### src/rtl/xml_stream_arbiter_pkg.sv
// Shared types and helpers for the XML decoder stream arbiter.
package xml_stream_arbiter_pkg;

  localparam int unsigned BYTE_W = 8;
  localparam int unsigned CNT_W  = 4;

  typedef enum logic [1:0] {
    S_IDLE   = 2'd0,
    S_START  = 2'd1,
    S_STREAM = 2'd2,
    S_DRAIN  = 2'd3
  } arb_state_e;

  // Width of a grant index for n requesters (at least one bit).
  function automatic int unsigned owner_w(input int unsigned n);
    return (n < 2) ? 1 : $clog2(n);
  endfunction

endpackage

### src/rtl/xml_stream_arbiter_rr_pick.sv
// Combinational round-robin select: first set request after i_last, wrapping.
module xml_stream_arbiter_rr_pick #(
  parameter int unsigned N = 2,
  parameter int unsigned W = 1
) (
  input  logic [N-1:0] i_req,
  input  logic [W-1:0] i_last,
  output logic [W-1:0] o_grant,
  output logic         o_any
);

  logic [W-1:0] w_idx;

  // Scan i_last+1 .. i_last+N modulo N, keep the first hit.
  always_comb begin
    o_grant = '0;
    o_any   = 1'b0;
    w_idx   = '0;
    for (int unsigned k = 1; k <= N; k++) begin
      w_idx = W'((32'(i_last) + k) % N);
      if (!o_any && i_req[w_idx]) begin
        o_grant = w_idx;
        o_any   = 1'b1;
      end
    end
  end

endmodule

### src/rtl/xml_stream_arbiter.sv
// Round-robin arbiter sharing one XML decoder between NREQ byte streams,
// one whole message per grant, with a drain gap between messages.
module xml_stream_arbiter
  import xml_stream_arbiter_pkg::*;
#(
  parameter  int unsigned NREQ    = 2,
  parameter  int unsigned LAT     = 1,
  parameter  int unsigned DRAIN   = 2,
  localparam int unsigned OWNER_W = owner_w(NREQ)
) (
  input  logic                   CLOCK,
  input  logic                   reset_n,
  input  logic [NREQ-1:0]        req_valid,
  input  logic [BYTE_W*NREQ-1:0] req_data,
  input  logic [NREQ-1:0]        req_last,
  output logic [NREQ-1:0]        req_ready,
  output logic [BYTE_W-1:0]      dec_in,
  output logic                   dec_inValid,
  output logic                   dec_newMsg,
  output logic [OWNER_W-1:0]     owner,
  output logic [OWNER_W-1:0]     owner_out,
  output logic                   busy,
  output logic                   msg_done
);

  arb_state_e          r_state, w_state_nxt;
  logic [OWNER_W-1:0]  r_owner, w_owner_nxt;
  logic [OWNER_W-1:0]  r_last_owner, w_last_owner_nxt;
  logic [CNT_W-1:0]    r_cnt, w_cnt_nxt;
  logic [BYTE_W-1:0]   r_dec_in, w_dec_in_nxt;
  logic                r_dec_vld, w_dec_vld_nxt;
  logic                r_newmsg, w_newmsg_nxt;
  logic                r_done, w_done_nxt;
  logic                r_busy, w_busy_nxt;
  logic [OWNER_W-1:0]  r_own_pipe [LAT];

  logic [OWNER_W-1:0]  w_pick;
  logic                w_any;
  logic                w_sel_valid;
  logic                w_sel_last;
  logic [BYTE_W-1:0]   w_sel_byte;

  xml_stream_arbiter_rr_pick #(
    .N (NREQ),
    .W (OWNER_W)
  ) u_rr_pick (
    .i_req   (req_valid),
    .i_last  (r_last_owner),
    .o_grant (w_pick),
    .o_any   (w_any)
  );

  assign w_sel_valid = req_valid[r_owner];
  assign w_sel_last  = req_last[r_owner];
  assign w_sel_byte  = req_data[{r_owner, 3'b000} +: BYTE_W];

  // Only the owner is ready, and only while streaming; decoded from registers.
  always_comb begin
    req_ready = '0;
    if (r_state == S_STREAM) req_ready[r_owner] = 1'b1;
  end

  // Next-state and next-output logic.
  always_comb begin
    w_state_nxt      = r_state;
    w_owner_nxt      = r_owner;
    w_last_owner_nxt = r_last_owner;
    w_cnt_nxt        = r_cnt;
    w_dec_in_nxt     = r_dec_in;
    w_dec_vld_nxt    = 1'b0;
    w_newmsg_nxt     = 1'b0;
    w_done_nxt       = 1'b0;
    case (r_state)
      S_IDLE: begin
        if (w_any) begin
          w_owner_nxt  = w_pick;
          w_newmsg_nxt = 1'b1;
          w_state_nxt  = S_START;
        end
      end
      S_START: w_state_nxt = S_STREAM;
      S_STREAM: begin
        if (w_sel_valid) begin
          w_dec_in_nxt  = w_sel_byte;
          w_dec_vld_nxt = 1'b1;
          if (w_sel_last) begin
            w_done_nxt       = 1'b1;
            w_last_owner_nxt = r_owner;
            w_cnt_nxt        = CNT_W'(DRAIN - 1);
            w_state_nxt      = S_DRAIN;
          end
        end
      end
      S_DRAIN: begin
        if (r_cnt == '0) w_state_nxt = S_IDLE;
        else             w_cnt_nxt   = r_cnt - CNT_W'(1);
      end
      default: w_state_nxt = S_IDLE;
    endcase
    w_busy_nxt = (w_state_nxt != S_IDLE);
  end

  // State and registered outputs.
  always_ff @(posedge CLOCK or negedge reset_n) begin
    if (!reset_n) begin
      r_state      <= S_IDLE;
      r_owner      <= '0;
      r_last_owner <= OWNER_W'(NREQ - 1);
      r_cnt        <= '0;
      r_dec_in     <= '0;
      r_dec_vld    <= 1'b0;
      r_newmsg     <= 1'b0;
      r_done       <= 1'b0;
      r_busy       <= 1'b0;
    end else begin
      r_state      <= w_state_nxt;
      r_owner      <= w_owner_nxt;
      r_last_owner <= w_last_owner_nxt;
      r_cnt        <= w_cnt_nxt;
      r_dec_in     <= w_dec_in_nxt;
      r_dec_vld    <= w_dec_vld_nxt;
      r_newmsg     <= w_newmsg_nxt;
      r_done       <= w_done_nxt;
      r_busy       <= w_busy_nxt;
    end
  end

  // Delay owner by LAT cycles so it lines up with decoder outValid.
  always_ff @(posedge CLOCK or negedge reset_n) begin
    if (!reset_n) begin
      for (int i = 0; i < int'(LAT); i++) r_own_pipe[i] <= '0;
    end else begin
      r_own_pipe[0] <= r_owner;
      for (int i = 1; i < int'(LAT); i++) r_own_pipe[i] <= r_own_pipe[i-1];
    end
  end

  assign dec_in      = r_dec_in;
  assign dec_inValid = r_dec_vld;
  assign dec_newMsg  = r_newmsg;
  assign owner       = r_owner;
  assign owner_out   = r_own_pipe[LAT-1];
  assign busy        = r_busy;
  assign msg_done    = r_done;

endmodule

### config.mk
export PLATFORM = sky130hd
export DESIGN_NAME = xml_stream_arbiter
export DESIGN_NICKNAME = d
export VERILOG_FILES = /design/src/rtl/xml_stream_arbiter_pkg.sv /design/src/rtl/xml_stream_arbiter_rr_pick.sv /design/src/rtl/xml_stream_arbiter.sv
export SDC_FILE = /design/constraint.sdc
export NUM_CORES = 1
export LEC_CHECK = 0
export CORE_MARGIN = 3
export CORE_UTILIZATION = 43
export CTS_BUF_LIST = sky130_fd_sc_hd__clkbuf_4 sky130_fd_sc_hd__clkbuf_8
export CTS_CLUSTER_DIAMETER = 120
export CTS_CLUSTER_SIZE = 10
export DETAILED_ROUTE_END_ITERATION = 12
export PLACE_DENSITY = 0.79
export SYNTH_ARGS = -nofsm -noshare
export SYNTH_HDL_FRONTEND = slang
export SYNTH_SLANG_ARGS = --single-unit
export TNS_END_PERCENT = 30
### constraint.sdc
create_clock -name CLOCK -period 2.9 [get_ports CLOCK]
set_input_delay 0.435 -clock CLOCK [delete_from_list [all_inputs] [get_ports CLOCK]]
set_output_delay 0.435 -clock CLOCK [all_outputs]
set_load 0.02 [all_outputs]
# Yosys cells after proc, flatten, opt, wreduce, memory -nomap -nowiden
# Cells that the tools add are included.
op_classes:
  add_sub_neg: 3
  magnitude_cmp: 4
  n_eq_ne: 6
  n_shift: 1
  muxes: 31
  reduce_logical: 11
ops:
  columns: ["op", "count"]
  rows:
  - ["$mux 1", 20]
  - ["$shiftx 16x5->8", 1]
  - ["$mux 4", 3]
  - ["$mux 2", 5]
  - ["$pmux 2 s4", 1]
  - ["$pmux 4 s2", 1]
  - ["$lt 1x2->1 const B", 3]
  - ["$ne 2x2->1 const B", 3]
  - ["$eq 2x2->1 const B", 2]
  - ["$logic_not 4->1", 1]
  - ["$reduce_and 2->1", 2]
  - ["$reduce_and 4->1", 1]
  - ["$reduce_bool 2->1", 2]
  - ["$sub 4x1->4 const B", 1]
  - ["$reduce_and 3->1", 1]
  - ["$add 1x1->1 const B", 2]
  - ["$eq 2x1->1 const B", 1]
  - ["$logic_and 1x1->1", 2]
  - ["$logic_not 2->1", 1]
  - ["$demux 1 s1", 1]
  - ["$ge 1x1->1 const B", 1]
  - ["$logic_not 1->1", 1]
totals:
  register_bits: 21
  in_bits: 22
  output_inout_bits: 16
  word_cells: 66

# Logic depth before layout (Yosys ltp)
# Gate-level depths: netlist of run 1.
depth:
  depth_word: 10
  depth_mapped: 5
  depth_no_buf: 5

# Hierarchy
# From an unflattened synthesis of run 1, not the netlist that was laid out.
unflattened:
  cells_unflattened: 83
  area_unflattened_um2: 997.2
by_module_without_submodules:
  columns: ["mod", "instances", "cells_each", "area_each_um2", "seq_area_each_um2"]
  rows:
  - ["xml_stream_arbiter", 1, 81, 983.4, 526.8]
  - ["xml_stream_arbiter_rr_pick", 1, 2, 13.8, 0.0]

# Worst setup path after synthesis of run 1
# Ideal clock, no wire load.
synth_timing:
  kind: "reg2out"
  start: "register r_owner, in the netlist owner"
  end: "output req_ready[1]"
  t_arrival_ns: 1.275
  required_ns: 2.465
  setup_slack_ns: 1.190
  path_stages_with_launch: 4
  n_path_buf: 1
  cell_sequence: "dfrtp_1 clkbuf_1 inv_1 nor2_1"
synth_via:
  elab_chain_len: 5
  word_cells_on_any_way: 6
  cone_classes: "2 x order compare; 3 x mux; 1 x reduce/logical"
synth_lines:
  columns: ["element", "line", "rtl"]
  rows:
  - ["start: declaration", "xml_stream_arbiter.sv:27", "logic [OWNER_W-1:0] r_owner, w_owner_nxt;"]
  - ["start signal: assignment", "xml_stream_arbiter.sv:117", "r_owner <= w_owner_nxt;"]
  - ["$lt 1x2->1 (not written as such) / $ge 1x1->1 (equally long branches)", "xml_stream_arbiter.sv:60", "if (r_state == S_STREAM) req_ready[r_owner] = 1'b1;"]
  - ["$logic_and 1x1->1 (not written as such)", "xml_stream_arbiter.sv:60", null]
  - ["$mux 1 (not written as such)", "xml_stream_arbiter.sv:60", null]
  - ["$demux 1 s1 (*)", "xml_stream_arbiter.sv:60", null]
  - ["$mux 2 (*)", "xml_stream_arbiter.sv:60", null]
  - ["end: declaration", "xml_stream_arbiter.sv:16", "output logic [NREQ-1:0] req_ready,"]
# Every way passes the cells marked *; elsewhere a longest branch is shown, timed or not.

# Final worst setup path of run 1
# Ends and elaborated chain as after synthesis.

==> summary.md, run 1 <==
| Metric | Value |
|---|---|
| Initial Util | between 40% and 50% |
| Minimum clock period | about 2300 ps |
| Max_cap viols | 0 |
| Fin. max-slew vios | 0 |
| Layout cells sized above 1 | a little under a quarter |
| Kind of end point of the critical path | primary output |
| Final hold viol count | 0 |
| Die area | 2860 sq um |
| Mapped Avg Cell Area | ~12 sq um |
| Startpoint types | register |
| Worst-margin pin slew | 884 ps |
| Sequential fraction of the synthesis area | between 50 and 60% |
| Gpl congestion | 0.724 |
| Hpwl dp | 1500 um |
| Post-synth ARST share | 100% |
| Yosys cell types | 26 |
| Global Route Usage Sum | 15.3% |
| Core region area | approximately 2000 sq um |
| DR iter-0 viols | 6 |
| Grt total ovfl | 0 |
| Fin Setup TNS | 0 ps |
| Top post-synthesis cells by area | dfrtp_1, mux2_2, dfstp_2 |
| Post-CTS sizing | 0 |
| Ports | 38 |
| First-pass GRT wire length | ~3100 um |
| Syn_nets | 103 |
| Post-synth top area share | 51.5% |
| Fmax | 0.439 GHz |
| Post-synth EDFFs | 0 |
| DRC violations left | 0 |
| Post-CTS Hold Fix Bufs | 0 |
| Clock Path Buffers | 2 |
| Multi-input logic area | 422 sq um |
| Largest net degree at the start of global routing | 22 |
| Initial antenna violation count | 0 |
| Per-cell routed wire length | 13.2 um |
| Post-synth top area cell | dfrtp_1 |
| CP cell instances | inv_1, nor2_1, clkdlybuf4s50_1 |
| # diodes | 0 |
| CTS buffer count | 3 |
| Required time worst endpoint | 2470 ps |
| Crit-path max cell delay | 700 ps |
| Top delay family on crit path | buffers and inverters |
| Vias | 740 |
| Worst hold slack | ~510 ps |
| Pwr per Cell Area | 1060 nW/um^2 |
| Worst VDD drop | roughly 0.75 mV |
| Ys Warns | 0 |
| Slew Limit Headroom | between 40% and 50% |
| CP Class | reg2out |
| Number of port buffers | 37 |
| First-pass DRT Iterations | 3 |
| Sink Count | 21 |
| Top_reg_cell synth | dfrtp_1 |
| Die Height | 53.5 um |
| Root Buffer | clkbuf_4 |
| Status | completed |
| Die width | between 50 and 60 um |
| Drt total wl | between 1500 and 2000 um |
| Rows | 16 |
| HP Class | reg2reg |
| Clock-pin slew on the worst setup and hold paths | 110 ps |
| Setup violators final | 0 |
| Post-CTS setup buffer count | 0 |
| Layout area overhead | 44.3% |
| H-tree depth | 1 |
| Final worst-path cycle share | 78.5% |
| Syn Std Cell Area | 971 sq um |
| Worst Path Arrival | 1840 ps |
| Worst Skew | 2.59 ps |
| CP Buf/Inv Count | 2 |
| FILL cells | between 150 and 200 |
| Reg area | 527 sq um |
| Vias in the first global route | 714 |
| Unrepaired setup endpoints after global routing | false |
| Mapped Cells | 79 |
| Worst-path maximum fanout | 15 |
| Synthesis-stage register bit count | 21 |
| Clk_lat worst skew | 300 ps |
| NumNets Final | 144 |
| Critical path's slowest cell | dfrtp_1 |
| Routed Antenna Nets | 0 |
| Routed vias/inst | 5.07 |
| Pleak | between 0.5 and 0.6 nW |
| CTS tree | built |
==> cells in the mapped netlist (2+ instances only) <==
library cell,instances
mux2i_1,2
o21ai_0,3
ha_1,2
nand2_1,4
a21oi_1,4
dfrtp_1,20
nor2_1,4
or4_1,2
inv_1,5
o32ai_1,2
mux2_2,16
==> worst register-to-register path, cell delays in order, from the launching register on <==
cell and delay, ps:
dfrtp_1 700, mux2i_1 350, nor3_2 140, or4_1 530
==> final cells by class <==
| class | instances | area share, % |
|---|---|---|
| tap | 27 | 2.41 |
| inverter | 5 | 1.34 |
| clock buffer | 4 | 2.14 |
| sequential | 21 | 37.6 |
| multi-input combinational | 52 | 30.1 |
| timing repair buffer | 37 | 26.4 |
==> through the flow <==
step           area [sq um]  setup slack (ps)  power (W)  instances  util, %
3_5_place_dp           1370               869    0.00135        142     67.2
4_1_cts                1400               593    0.00150        146     68.6
2_1_floorplan           971              1190    0.00102         79        -
3_3_place_gp           1370               903    0.00133        142     67.2
6_report               1400               623    0.00148        146     68.6
5_1_grt                1400               493    0.00159        146     68.6
==> registers in the layout (all words and copies together) (netlist names) <==
| signal | cells |
|---|---|
| owner | 1 |
| msg_done | 1 |
| dec_in | 8 |
| dec_newMsg | 1 |
| r_state | 2 |
| owner_out | 1 |
| r_cnt | 4 |
| busy | 1 |
| r_last_owner | 1 |
| dec_inValid | 1 |
==> cell families after synthesis <==
group | synth area share (%)
AO/OA/AOI/OAI | 8.89
adder cells (fa/ha/maj) | 2.58
buffers and inverters | 2.32
flip-flops | 54.3
multiplexers | 20.6
AND/OR/NAND/NOR | 11.3
==> placed cells by master (no fill, tap or decap) <==
master / n
a211o_2: 1
a21oi_1: 4
a31oi_1: 1
and2_1: 1
clkbuf_4: 4
clkdlybuf4s50_1: 37
dfrtp_1: 20
dfstp_2: 1
ha_1: 2
inv_1: 5
mux2_2: 16
mux2i_1: 2
nand2_1: 4
nand2b_1: 1
nand3_1: 1
nor2_1: 4
nor2_2: 1
nor3_1: 1
nor3_2: 1
nor3b_2: 1
o21a_1: 1
o21ai_0: 3
o21ba_2: 1
o32ai_1: 2
or3_1: 1
or3_2: 1
or4_1: 2
==> report_power, final <==
part | internal [W] | switching, W
Combinational | 0.000426 | 0.000370
Clock | 0.0000630 | 0.0000847
Sequential | 0.000432 | 0.000105
Total | 0.000921 | 0.000559
==> per-layer routing <==
metal	track usage, %	share of wire, %	up-vias
li1	-	-	364
met1	20.0	46	345
met2	23.7	46	27
met3	4.23	6.3	4
met4	6.38	1.7	0
met5	0	0	-
==> worst paths after layout <==
check	startpoint	end	slack [ps]	cells past startpoint
worst max-delay path	owner$_DFFE_PN0P_	req_ready[1]	620	3
worst min-delay path	r_last_owner$_DFFE_PN1P_	r_last_owner$_DFFE_PN1P_	510	2
worst max register to register	owner$_DFFE_PN0P_	busy$_DFF_PN0_	1060	3
worst min register to register	r_last_owner$_DFFE_PN1P_	r_last_owner$_DFFE_PN1P_	510	2
max in group asynchronous	reset_n	dec_in[1]$_DFFE_PN0P_	1740	1
min in group asynchronous	reset_n	owner_out$_DFF_PN0_	620	1
(Power assumes the default switching activity.)
==> inputs of run 2 (changes only) <==
CORE_ASPECT_RATIO = 1.75   (was default)
CORE_UTILIZATION = 40   (was 43)
PLACE_DENSITY = 0.77   (was 0.79)
clock period = 1.9 ns   (was 2.9 ns; I/O delays follow)
==> run 2 against run 1 <==
Count of clock-buffer cells in the layout fell by 1. Total power grew 58%. Non-clock buffer count is 4 higher. Register-to-register slack worse by 850 ps. Design area increased by 2.9%. Clock skew is 1.1 ps lower. Sequential cell count stayed put. Hold slack lost 140 ps. First-iteration DRC count is 130% higher. Via count increased by 3.5%. Final cell count grew 1.4%.
==> summary.md, run 2 (synthesized netlist as in run 1, its figures left out) <==
| Metric | Value |
|---|---|
| Grt total ovfl | 0 |
| Fin. max-slew vios | 0 |
| Reg2reg end | busy$_DFF_PN0_ |
| Startpoint types | register |
| Drt total wl | 2080 um |
| First-pass GRT wire length | 3670 um |
| HP Class | in2async |
| Clk_lat worst skew | 250 ps |
| Required time worst endpoint | 1620 ps |
| Top delay family on crit path | buffers and inverters |
| Unrepaired setup endpoints after global routing | false |
| Crit-path max cell delay | 660 ps |
| Largest net degree at the start of global routing | 22 |
| Layout cells sized above 1 | 25.2% |
| Number of port buffers | 37 |
| Die Height | 71.2 um |
| Worst Skew | 1.44 ps |
| Vias | 766 |
| Pleak | 0.615 nW |
| Root Buffer | clkbuf_8 |
| FF-to-FF setup slack | 210 ps |
| Worst r2r path cells | 5 |
| Die area | between 3000 and 4000 sq um |
| Overall power | 0.00235 W |
| Worst-margin pin slew | 333 ps |
| Clock-pin slew on the worst setup and hold paths | around 70 ps |
| Routed vias/inst | just over 5 |
| H-tree depth | 1 |
| Clock Path Buffers | 2 |
| Minimum clock period | 1700 ps |
| Fin Setup TNS | 0 ps |
| Initial antenna violation count | 0 |
| Gpl congestion | ~0.8 |
| CP Buf/Inv Count | 1 |
| Global Route Usage Sum | 15.6% |
| Final hold viol count | 0 |
| # diodes | 0 |
| Rows | 23 |
| Setup violators final | 0 |
| Max_cap viols | 0 |
| Initial Util | 42.2% |
| Final worst-path cycle share | 89.5% |
| Die width | around 43 um |
| First-pass DRT Iterations | 3 |
| Worst Path Arrival | ~1400 ps |
| DR iter-0 viols | 14 |
| Ports | 38 |
| Worst-path maximum fanout | 8 |
| Fmax | 0.588 GHz |
| Most frequent cells in the layout | clkdlybuf4s50_1, dfrtp_1, mux2_2 |
| Max reg flops | 8 |
| CP Class | reg2out |
| Kind of end point of the critical path | primary output |
| Worst path depth | 1 |
| CTS buffer count | 3 |
| Routed Antenna Nets | 0 |
| Most common cell after layout, fill and taps aside | clkdlybuf4s50_1 |
| Slew Limit Headroom | about 80% |
| Layout area overhead | 48.6% |
| Per-cell routed wire length | approximately 14 um |
| Worst VDD drop | 0.845 mV |
| Vias in the first global route | ~830 |
| Status | completed |
| DRC violations left | 0 |
| RR Startpoint | r_cnt[0]$_DFFE_PN0P_ |
| CTS tree | built |
| Hpwl dp | 1680 um |
| CP cell instances | clkdlybuf4s50_1 |
| Pwr per Cell Area | 1630 nW/um^2 |
| Critical path's slowest cell | clkdlybuf4s50_1 |
| Post-CTS setup buffer count | 0 |
| NumNets Final | around 150 |
| Core region area | 2300 sq um |
| Sink Count | 21 |
run 2: cell types whose count changed in the layout (fill, tap and decap cells not counted):
cell	change
buf_4	+4
clkbuf_4	-4
clkbuf_8	+3
clkdlybuf4s50_1	-2
dlygate4sd2_1	+2
clkinv_2	+1
run 2: repair_timing:
| item | in CTS | in global routing |
|---|---|---|
| setup endpoints to repair | 2 | 0 |
| resized for setup | 2 | 0 |
| hold buffers | 0 | 0 |
| hold endpoints to repair | 0 | 0 |
run 2: area by class of cell:
| type | count | area [sq um] |
|---|---|---|
| tap | 25 | 31.3 |
| clock buffer | 3 | 41.3 |
| sequential | 21 | 527 |
| clock inverter | 1 | 5.00 |
| fill | 196 | 860 |
| timing repair buffer | 41 | 398 |
| inverter | 5 | 18.8 |
| multi-input combinational | 52 | 422 |
run 2: worst max path at each step:
| stage | endpoint | start |
|---|---|---|
| 6_report | owner | owner$_DFFE_PN0P_ |
| 5_1_grt | busy$_DFF_PN0_ | r_cnt[0]$_DFFE_PN0P_ |
| 4_1_cts | owner | owner$_DFFE_PN0P_ |
| 3_5_place_dp | busy$_DFF_PN0_ | req_valid[1] |
| 3_3_place_gp | r_state[0]$_DFF_PN0_ | req_valid[1] |
| 2_1_floorplan | dec_in[1]$_DFFE_PN0P_ | owner$_DFFE_PN0P_ |
run 2: through the flow:
stage	hold WS [ps]	instance area [sq um]	cells	utilization (%)	worst slack, ps
3_3_place_gp	489	1400	144	60.8	150
3_5_place_dp	477	1400	144	60.8	77.5
2_1_floorplan	-10.6	971	79	-	294
5_1_grt	381	1440	148	62.7	32.4
6_report	366	1440	148	62.7	200
4_1_cts	372	1440	148	62.7	190
run 2: report_power, final:
group | internal, W | leakage, nW | total [W] | switching, W
registers | 0.000661 | 0.248 | 0.000787 | 0.000126
logic | 0.000668 | 0.341 | 0.00128 | 0.000616
clock network | 0.000145 | 0.0255 | 0.000275 | 0.000130
run 2: metal layers:
metal | part of all wire, % | global-route usage, % | up-vias
met3 | 3.3 | 2.04 | 5
met1 | 35 | 15.7 | 375
li1 | - | - | 371
met4 | 1.7 | 6.04 | 0
met2 | 60 | 30.3 | 15
met5 | 0 | 0 | -
==> inputs of run 3 (changes only) <==
CAP_MARGIN = 40   (was default)
CORE_ASPECT_RATIO = 1.25   (was 1.75)
==> run 3 against run 2 <==
First-iteration DRC count unchanged. Via count is 2.2% higher. Utilization grew 0.72 points. Critical endpoint is now busy$_DFF_PN0_.
==> summary.md, run 3 (synthesized netlist as in run 1, its figures left out) <==
| Metric | Value |
|---|---|
| CP Class | reg2reg |
| Gate power share | 56.6% |
| FILL cells | 190 |
| Most common cell after layout, fill and taps aside | clkdlybuf4s50_1 |
| CTS buffer count | 3 |
| Clock Path Buffers | 2 |
| Worst Path Arrival | 1940 ps |
| Flop pwr share | about a third |
| Most frequent cells in the layout | clkdlybuf4s50_1, dfrtp_1, mux2_2 |
| Ports | 38 |
| Met1 usage | 16.6% |
| Drt total wl | 1970 um |
| HP Class | in2async |
| Sink Count | 21 |
| Routed vias/inst | 5.08 |
| Post-CTS sizing | 2 |
| First-pass GRT wire length | between 3000 and 4000 um |
| Required time worst endpoint | slightly above 2000 ps |
| Worst Skew | 10.0 ps |
| Initial Util | 43.0% |
| Post-CTS setup buffer count | 0 |
| Status | completed |
| Hpwl dp | 1570 um |
| Die area | 3060 sq um |
| Die Height | 61.1 um |
| Worst-path maximum fanout | 6 |
| Initial antenna violation count | 0 |
| Fmax | 0.566 GHz |
| Fin Setup TNS | 0 ps |
| Gpl congestion | 0.799 |
| FF-to-FF setup slack | 130 ps |
| Worst VDD drop | 0.994 mV |
| Largest net degree at the start of global routing | 14 |
| Routed Antenna Nets | 0 |
| DR iter-0 viols | 14 |
| Int Power | 0.00141 W |
| Root Buffer | clkbuf_4 |
| DRC violations left | 0 |
| Overall power | 0.00227 W |
| Number of port buffers | 37 |
| GR Util met3 | 5.08% |
| RR Startpoint | r_cnt[0]$_DFFE_PN0P_ |
| CTS tree | built |
| Per-cell routed wire length | approximately 13 um |
| Pre-CTS setup slack | 80.2 ps |
| Grt total ovfl | 0 |
| Crit. Startpoint | r_cnt[0]$_DFFE_PN0P_ |
| Pleak | 0.607 nW |
| Clock share of power | roughly 8.9% |
| Pwr per Cell Area | 1580 nW/um^2 |
| Worst hold slack | about 260 ps |
| H-tree depth | 1 |
| Core region area | 2260 sq um |
| Met2 Use GR | a little over a quarter |
| Setup ws final | 132 ps |
| Slew Limit Headroom | 73.7% |
| Vias | 783 |
| Rows | 19 |
| Crit-path max cell delay | about 420 ps |
| CP cell instances | inv_1, ha_1, nor3b_2, a21oi_1, or4_1 |
| Final hold viol count | 0 |
| Max reg flops | 8 |
| Post-CTS Hold Fix Bufs | 0 |
| # diodes | 0 |
| Unrepaired setup endpoints after global routing | false |
| Clk_lat worst skew | just under 300 ps |
| Final worst-path cycle share | about 93% |
| Kind of end point of the critical path | register |
| Top Usage Layer GRT | met2 |
| First-pass DRT Iterations | 2 |
| Switching Power | 0.000859 W |
| Worst r2r path cells | 5 |
| NumNets Final | roughly 150 |
| Minimum clock period | 1770 ps |
| Global Route Usage Sum | 14.6% |
| Setup violators final | 0 |
| Die width | 50.1 um |
| Vias in the first global route | 795 |
| Critical path's slowest cell | or4_1 |
| Worst-margin pin slew | 392 ps |
| Max_cap viols | 0 |
| Layout area overhead | 47.4% |
| Sw Share | 37.9% |
| Layout cells sized above 1 | between 20% and 30% |
| Fin. max-slew vios | 0 |
| Reg2reg end | busy$_DFF_PN0_ |
| Startpoint types | register |
| Clock-pin slew on the worst setup and hold paths | 110 ps |
run 3: cell type report:
cell class                 count  area [sq um]  area share [%]
multi-input combinational     52           422            29.5
timing repair buffer          41           398            27.8
clock buffer                   3          22.5            1.57
inverter                       5          18.8            1.31
tap                           31          38.8            2.71
sequential                    21           527            36.8
clock inverter                 1          5.00           0.350
run 3: metrics by stage:
stage,instances,util [%],area (sq um)
final,154,63.4,1430
after global routing,154,63.4,1430
after detailed placement,150,62.3,1410
after global placement,150,62.3,1410
after CTS,154,63.4,1430
after floorplan,79,-,971
run 3: worst max path at each step:
stage                       endpoint  slack, ps  depth (start not counted)
4_1_cts               busy$_DFF_PN0_        110                          5
6_report              busy$_DFF_PN0_        130                          5
3_5_place_dp          busy$_DFF_PN0_         80                          4
3_3_place_gp          busy$_DFF_PN0_        140                          4
5_1_grt               busy$_DFF_PN0_          7                          5
2_1_floorplan  dec_in[1]$_DFFE_PN0P_        290                          3
run 3: power groups by stage:
stage               clock network [W]  logic (W)  registers, W
CTS                          0.000216    0.00130      0.000785
detailed placement                  0    0.00131      0.000795
finish                       0.000201    0.00128      0.000782
floorplan                           0   0.000614      0.000949
global route                 0.000231    0.00140      0.000820
global placement                    0    0.00128      0.000785
run 3: routing by layer:
metal  up-vias  part of all wire (%)
li1        374                     -
met1       378                    43
met2        29                    47
met3         2                   9.6
met4         0                  0.25
met5         -                     0
run 3: worst max-delay path: cells and delay by family (launching register included):
| family | cells | cell delay, ps |
|---|---|---|
| AND/OR/NAND/NOR | 2 | 800 |
| flip-flops | 1 | 390 |
| adder cells (fa/ha/maj) | 1 | 200 |
| AO/OA/AOI/OAI | 1 | 170 |
| buffers and inverters | 1 | 110 |
